$ cat src/rtl/launch_pkg.sv
// Package: launch_pkg
// Shared types for the processor launch controller.
//   launch_state_t  : sequencer state (IDLE -> PRST -> STRT -> RUN -> FINISH -> IDLE)
//   launch_status_t : completion status reported to the host
package launch_pkg;

    typedef enum logic [2:0] {
        IDLE,
        PRST,
        STRT,
        RUN,
        FINISH
    } launch_state_t;

    typedef enum logic [1:0] {
        ST_OK      = 2'b00,
        ST_TIMEOUT = 2'b01,
        ST_ABORT   = 2'b10
    } launch_status_t;

endpackage

$ cat src/rtl/launch_cycle_counter.sv
// Module: launch_cycle_counter
// Saturating up-counter used both as the PRST/STRT phase timer and as the RUN counter.
// Ports:
//   clk      in   clock
//   reset    in   synchronous active-high reset
//   clear    in   synchronous clear (priority over enable)
//   enable   in   count one step this cycle
//   limit    in   saturation value; the counter never advances past it
//   count    out  current count
//   at_limit out  count == limit
module launch_cycle_counter #(
    parameter int unsigned WIDTH = 16
) (
    input  logic             clk,
    input  logic             reset,
    input  logic             clear,
    input  logic             enable,
    input  logic [WIDTH-1:0] limit,
    output logic [WIDTH-1:0] count,
    output logic             at_limit
);

    logic [WIDTH-1:0] count_q;

    always_ff @(posedge clk) begin
        if (reset || clear) begin
            count_q <= '0;
        end else if (enable && !at_limit) begin
            count_q <= count_q + WIDTH'(1);
        end
    end

    assign count    = count_q;
    assign at_limit = (count_q == limit);

endmodule

$ cat src/rtl/proc_launch_controller.sv
// Module: proc_launch_controller
// Host-side sequencer in front of the core's start/ack interface: on req it holds the core in
// reset, drives the start pulse, counts RUN cycles until ack, enforces a timeout and reports
// status/cycle count. All outputs are registered.
// Ports:
//   clk, reset          clock, synchronous active-high reset
//   req, abort          host launch request (IDLE only) / abort (PRST, STRT, RUN)
//   busy, done          not-IDLE flag / one-cycle completion pulse
//   status, cycles      result of last run (00 ok, 01 timeout, 10 aborted), RUN-cycle count
//   proc_reset, start   drive the core
//   ack                 completion from the core, only looked at in RUN
//   run_count, max_run  launch statistics, present only with LAUNCH_STATS_EN defined
// Configuration macro: LAUNCH_STATS_EN
module proc_launch_controller
    import launch_pkg::*;
#(
    parameter int unsigned CNT_W        = 16,
    parameter int unsigned RESET_CYCLES = 2,
    parameter int unsigned START_CYCLES = 2,
    parameter int unsigned MAX_CYCLES   = 4096
) (
    input  logic             clk,
    input  logic             reset,
    input  logic             req,
    input  logic             abort,
    output logic             busy,
    output logic             done,
    output logic [1:0]       status,
    output logic [CNT_W-1:0] cycles,
`ifdef LAUNCH_STATS_EN
    output logic [CNT_W-1:0] run_count,
    output logic [CNT_W-1:0] max_run,
`endif
    output logic             proc_reset,
    output logic             start,
    input  logic             ack
);

    launch_state_t  state_q, state_d;
    launch_status_t status_q, fin_status;
    logic [CNT_W-1:0] cycles_q, fin_cycles;
    logic busy_q, done_q, proc_reset_q, start_q;

    logic [CNT_W-1:0] phase_cnt, phase_limit, run_cnt;
    logic phase_at_limit, run_at_limit, phase_clear, in_phase, fin;

    assign in_phase    = (state_q == PRST) || (state_q == STRT);
    // Phase timer restarts on every state change so PRST and STRT each get a fresh count.
    assign phase_clear = !in_phase || (state_d != state_q);
    assign phase_limit = (state_q == PRST) ? CNT_W'(RESET_CYCLES - 1) : CNT_W'(START_CYCLES - 1);

    launch_cycle_counter #(.WIDTH(CNT_W)) u_phase_timer (
        .clk      (clk),
        .reset    (reset),
        .clear    (phase_clear),
        .enable   (1'b1),
        .limit    (phase_limit),
        .count    (phase_cnt),
        .at_limit (phase_at_limit)
    );

    // Holds RUN cycles completed before the current one; the current cycle is run_cnt + 1.
    launch_cycle_counter #(.WIDTH(CNT_W)) u_run_counter (
        .clk      (clk),
        .reset    (reset),
        .clear    (state_q != RUN),
        .enable   (state_q == RUN),
        .limit    (CNT_W'(MAX_CYCLES - 1)),
        .count    (run_cnt),
        .at_limit (run_at_limit)
    );

    logic unused_phase_cnt;
    assign unused_phase_cnt = ^phase_cnt;

    always_comb begin
        state_d    = state_q;
        fin_status = ST_OK;
        fin_cycles = '0;
        unique case (state_q)
            IDLE: begin
                if (req) state_d = PRST;
            end
            PRST: begin
                if (abort) begin
                    state_d    = FINISH;
                    fin_status = ST_ABORT;
                end else if (phase_at_limit) begin
                    state_d = STRT;
                end
            end
            STRT: begin
                if (abort) begin
                    state_d    = FINISH;
                    fin_status = ST_ABORT;
                end else if (phase_at_limit) begin
                    state_d = RUN;
                end
            end
            RUN: begin
                fin_cycles = run_cnt + CNT_W'(1);
                // abort beats ack, ack beats timeout
                if (abort) begin
                    state_d    = FINISH;
                    fin_status = ST_ABORT;
                end else if (ack) begin
                    state_d    = FINISH;
                    fin_status = ST_OK;
                end else if (run_at_limit) begin
                    state_d    = FINISH;
                    fin_status = ST_TIMEOUT;
                end
            end
            FINISH: state_d = IDLE;
            default: state_d = IDLE;
        endcase
    end

    assign fin = (state_d == FINISH);

    // Outputs are registered from the next state so they line up with state_q.
    always_ff @(posedge clk) begin
        if (reset) begin
            state_q      <= IDLE;
            busy_q       <= 1'b0;
            done_q       <= 1'b0;
            proc_reset_q <= 1'b0;
            start_q      <= 1'b0;
            status_q     <= ST_OK;
            cycles_q     <= '0;
        end else begin
            state_q      <= state_d;
            busy_q       <= (state_d != IDLE);
            done_q       <= fin;
            proc_reset_q <= (state_d == PRST);
            start_q      <= (state_d == STRT);
            if (fin) begin
                status_q <= fin_status;
                cycles_q <= fin_cycles;
            end
        end
    end

    assign busy       = busy_q;
    assign done       = done_q;
    assign proc_reset = proc_reset_q;
    assign start      = start_q;
    assign status     = status_q;
    assign cycles     = cycles_q;

`ifdef LAUNCH_STATS_EN
    logic [CNT_W-1:0] run_count_q, max_run_q;

    always_ff @(posedge clk) begin
        if (reset) begin
            run_count_q <= '0;
            max_run_q   <= '0;
        end else if (fin) begin
            if (run_count_q != '1) run_count_q <= run_count_q + CNT_W'(1);
            if (fin_status == ST_OK && fin_cycles > max_run_q) max_run_q <= fin_cycles;
        end
    end

    assign run_count = run_count_q;
    assign max_run   = max_run_q;
`endif

endmodule

$ cat config.mk
export PLATFORM = sky130hd
export DESIGN_NAME = proc_launch_controller
export DESIGN_NICKNAME = d
export VERILOG_FILES = /design/src/rtl/launch_pkg.sv /design/src/rtl/launch_cycle_counter.sv /design/src/rtl/proc_launch_controller.sv
export SDC_FILE = /design/constraint.sdc
export NUM_CORES = 1
export LEC_CHECK = 0
export CAP_MARGIN = 20
export CELL_PAD_IN_SITES_DETAIL_PLACEMENT = 1
export CELL_PAD_IN_SITES_GLOBAL_PLACEMENT = 2
export CORE_ASPECT_RATIO = 1.75
export CORE_MARGIN = 5
export CORE_UTILIZATION = 25
export CTS_BUF_LIST = sky130_fd_sc_hd__clkbuf_16
export DETAILED_ROUTE_END_ITERATION = 8
export PLACE_DENSITY_LB_ADDON = 0.1
export SYNTH_ARGS = -nofsm -noshare
export SYNTH_HDL_FRONTEND = slang
export SYNTH_HIERARCHICAL = 1
export SYNTH_SLANG_ARGS = --single-unit
$ cat constraint.sdc
create_clock -name clk -period 2.83 [get_ports clk]
set_input_delay 0.7075 -clock clk [delete_from_list [all_inputs] [get_ports clk]]
set_output_delay 0.7075 -clock clk [all_outputs]
set_load 0.02 [all_outputs]
==> flow_summary.json <==
{
  "run_status": "completed",
  "grt_pass1_vias": 3140,
  "drcViolationCount": 0,
  "max-cap-violations": 0,
  "synth_edf_count": 0,
  "place_inst": 604,
  "grt_usage_pct": 14.37,
  "grt_max_degree": 32,
  "hold_path_class": "register to register",
  "finClkSkew_ps": 4.866,
  "clockRootBuffer": "clkbuf_16",
  "fin_setup_tns_ps": 0,
  "dpl.hpwl_mm": 7.942,
  "rsz0062_at_grt": "false",
  "layout-drive-gt1-share_pct": 10.64,
  "yosysWarnings": 6,
  "crit_required_ps": 3100,
  "pin_count": 27,
  "n_fill_cell": 1492,
  "clock_path_buffers": 2,
  "peakVddDrop_mv": 0.2553,
  "multi_input_area_um2": 2027,
  "nets": 455,
  "leakage_nw": 1.596,
  "p_per_area_nw_per_um2": 487.8,
  "via_count": 2999,
  "regArea_um2": 1141,
  "portBuffers": 26,
  "cp_slowest_cell": "or4_1",
  "start_util_pct": 25.57,
  "die_area_um2": 15230,
  "synthArstFlopShare_pct": 0,
  "core_um2": 12500,
  "fmax_ghz": 0.3954,
  "ys_ff_latch": 57,
  "drv_slew": 0,
  "antenna_left": 0,
  "clk_latency_ps": 330,
  "numClockSinks": 57,
  "cp_max_fo": 31,
  "final_common_cell": "dfxtp_1",
  "worst_pin_slew_ps": 612.7,
  "path_common_cell": "buf_4",
  "area_growth_pct": 30.81,
  "critPathArrivalTime_ps": 2800,
  "cts_inserted_buffers": 9,
  "synth_cells": 366,
  "vias_per_cell": 4.845,
  "antenna_cells": 0,
  "startpoint_type": "register",
  "min_period_ps": 2529,
  "firstDrtPassIters": 4,
  "grt-ovfl-total": 0,
  "netlist_area_um2": 3196,
  "post_cts_buffers": 0,
  "hold_buffers": 0,
  "seq_area_frac_synth_pct": 35.71,
  "syn_avg_cell_area_um2": 8.731,
  "instances_no_fill": 619,
  "final_cell_mix": "dfxtp_1, xor2_1, conb_1, nand2_1, a21oi_1",
  "setup.worst_path.class": "register to register",
  "dieWidth_um": 95.47,
  "ys_types": 45,
  "crit_chain": "xor2_1 -> nor4_1 -> buf_4 -> nand4_2 -> inv_2 -> buf_4 -> nand3b_1 -> or2_2 -> or4_1 -> nand2_1",
  "antenna_found_initial": 0,
  "place_congestion": 0.7603,
  "postRouteWirelength_mm": 10.38,
  "cts_resized": 0,
  "max_stage_delay_ps": 490,
  "worstSetupEndpointType": "register",
  "rows": 54,
  "setup_viol": 0,
  "ys.flop_type": "dfxtp_1",
  "wl_per_cell_um": 16.77,
  "final_hold_viol_count": 0,
  "die_h_um": 159.6,
  "htree_levels": 3,
  "grt_pass1_wl_mm": 16.48,
  "drtIter0Drc": 62,
  "finalCritPeriodShare_pct": 89.38,
  "slew_headroom_pct": 58.77,
  "tritoncts": "yes",
  "cts.reportedPaths.clkPinSlew_ps": 50,
  "r2r_slack_ps": 300
}
==> cell families (layout without fill, tap and decap cells) <==
logic type	Yosys count	count (layout)	synth area share [%]
compound gates	81	81	17.31
xor+xnor	46	46	12.61
fa+ha+maj	3	3	1.175
buf+inv	27	78	4.855
flops	57	57	35.71
mux	3	3	0.9789
other cells	2	36	0.2350
simple gates	147	147	27.13
==> registers in the layout, summed over array words and instances, names as in the netlist <==
signal,flops
u_phase_timer/count,16
proc_reset,1
u_run_counter/count,16
start,1
state_q,3
busy,1
status,2
cycles,16
done,1
==> Yosys cell counts, drive strengths merged, types with 4 or more instances <==
cell / number / area [µm²]
dfxtp: 57 / 1141
xor2: 40 / 350.3
nand2: 33 / 123.9
a21oi: 28 / 143.9
nand3: 22 / 110.1
nand4: 19 / 137.6
or4: 18 / 135.1
o31ai: 16 / 120.1
nor4: 14 / 115.1
inv: 13 / 48.80
or3: 13 / 81.33
nor2: 12 / 45.04
buf: 9 / 87.57
o211ai: 9 / 72.57
o2bb2ai: 9 / 78.83
o21ai: 7 / 35.03
xnor2: 6 / 52.55
clkbuf: 5 / 18.77
nor3: 5 / 25.02
and4: 4 / 35.03
==> stage by stage <==
| stage | cell area, µm² | total power [W] | hold slack, ps | setup slack (ps) | utilization [%] |
|---|---|---|---|---|---|
| floorplan | 3323 | 0.0008828 | 463.5 | 407.2 | - |
| global route | 4180 | 0.002121 | 461.3 | 121.9 | 33.44 |
| detailed placement | 3880 | 0.0009224 | 452.7 | 275.7 | 31.04 |
| finish | 4180 | 0.002039 | 451.9 | 300.7 | 33.44 |
| global placement | 3880 | 0.0009207 | 444.6 | 249.8 | 31.04 |
| CTS | 4180 | 0.002069 | 459.6 | 250.3 | 33.44 |
==> metal layers <==
layer | global-route usage [%] | part of all wire (%) | routed length [µm]
met3 | 3.073 | 1.9 | 195
met2 | 27.50 | 59 | 6105
met1 | 14.55 | 37 | 3837
met4 | 5.440 | 2.3 | 244
met5 | 0 | 0 | 0
==> final cells by class <==
class	instances	share of cell area [%]
Clock buffer	9	5.388
Clock inverter	6	1.796
Inverter	13	1.167
Multi-Input combinational cell	316	48.49
Sequential cell	57	27.30
Tap cell	168	5.028
Timing Repair Buffer	50	10.84
==> worst max-delay path: cells and delay by family, from the launching register on <==
kind | cells | cell delay, ps
and+or+nand+nor | 6 | 1410
DFF | 1 | 420
buffers and inverters | 3 | 410
xor gates and xnor gates | 1 | 230
==> power breakdown <==
part | leakage (nW) | total, W | switching, W | internal (W)
logic | 0.987 | 0.0000893 | 0.0000521 | 0.0000372
registers | 0.460 | 0.000814 | 0.00000568 | 0.000809
clock network | 0.149 | 0.00114 | 0.000383 | 0.000753
==> worst paths after layout <==
check / start / to / cells after the start
worst max-delay path: u_phase_timer/count[7] / u_phase_timer/count[10] / 10
worst min-delay path: cycles[1] / cycles[1] / 2
worst max register to register: u_phase_timer/count[7] / u_phase_timer/count[10] / 10
worst min register to register: cycles[1] / cycles[1] / 2
(Power assumes the default switching activity.)
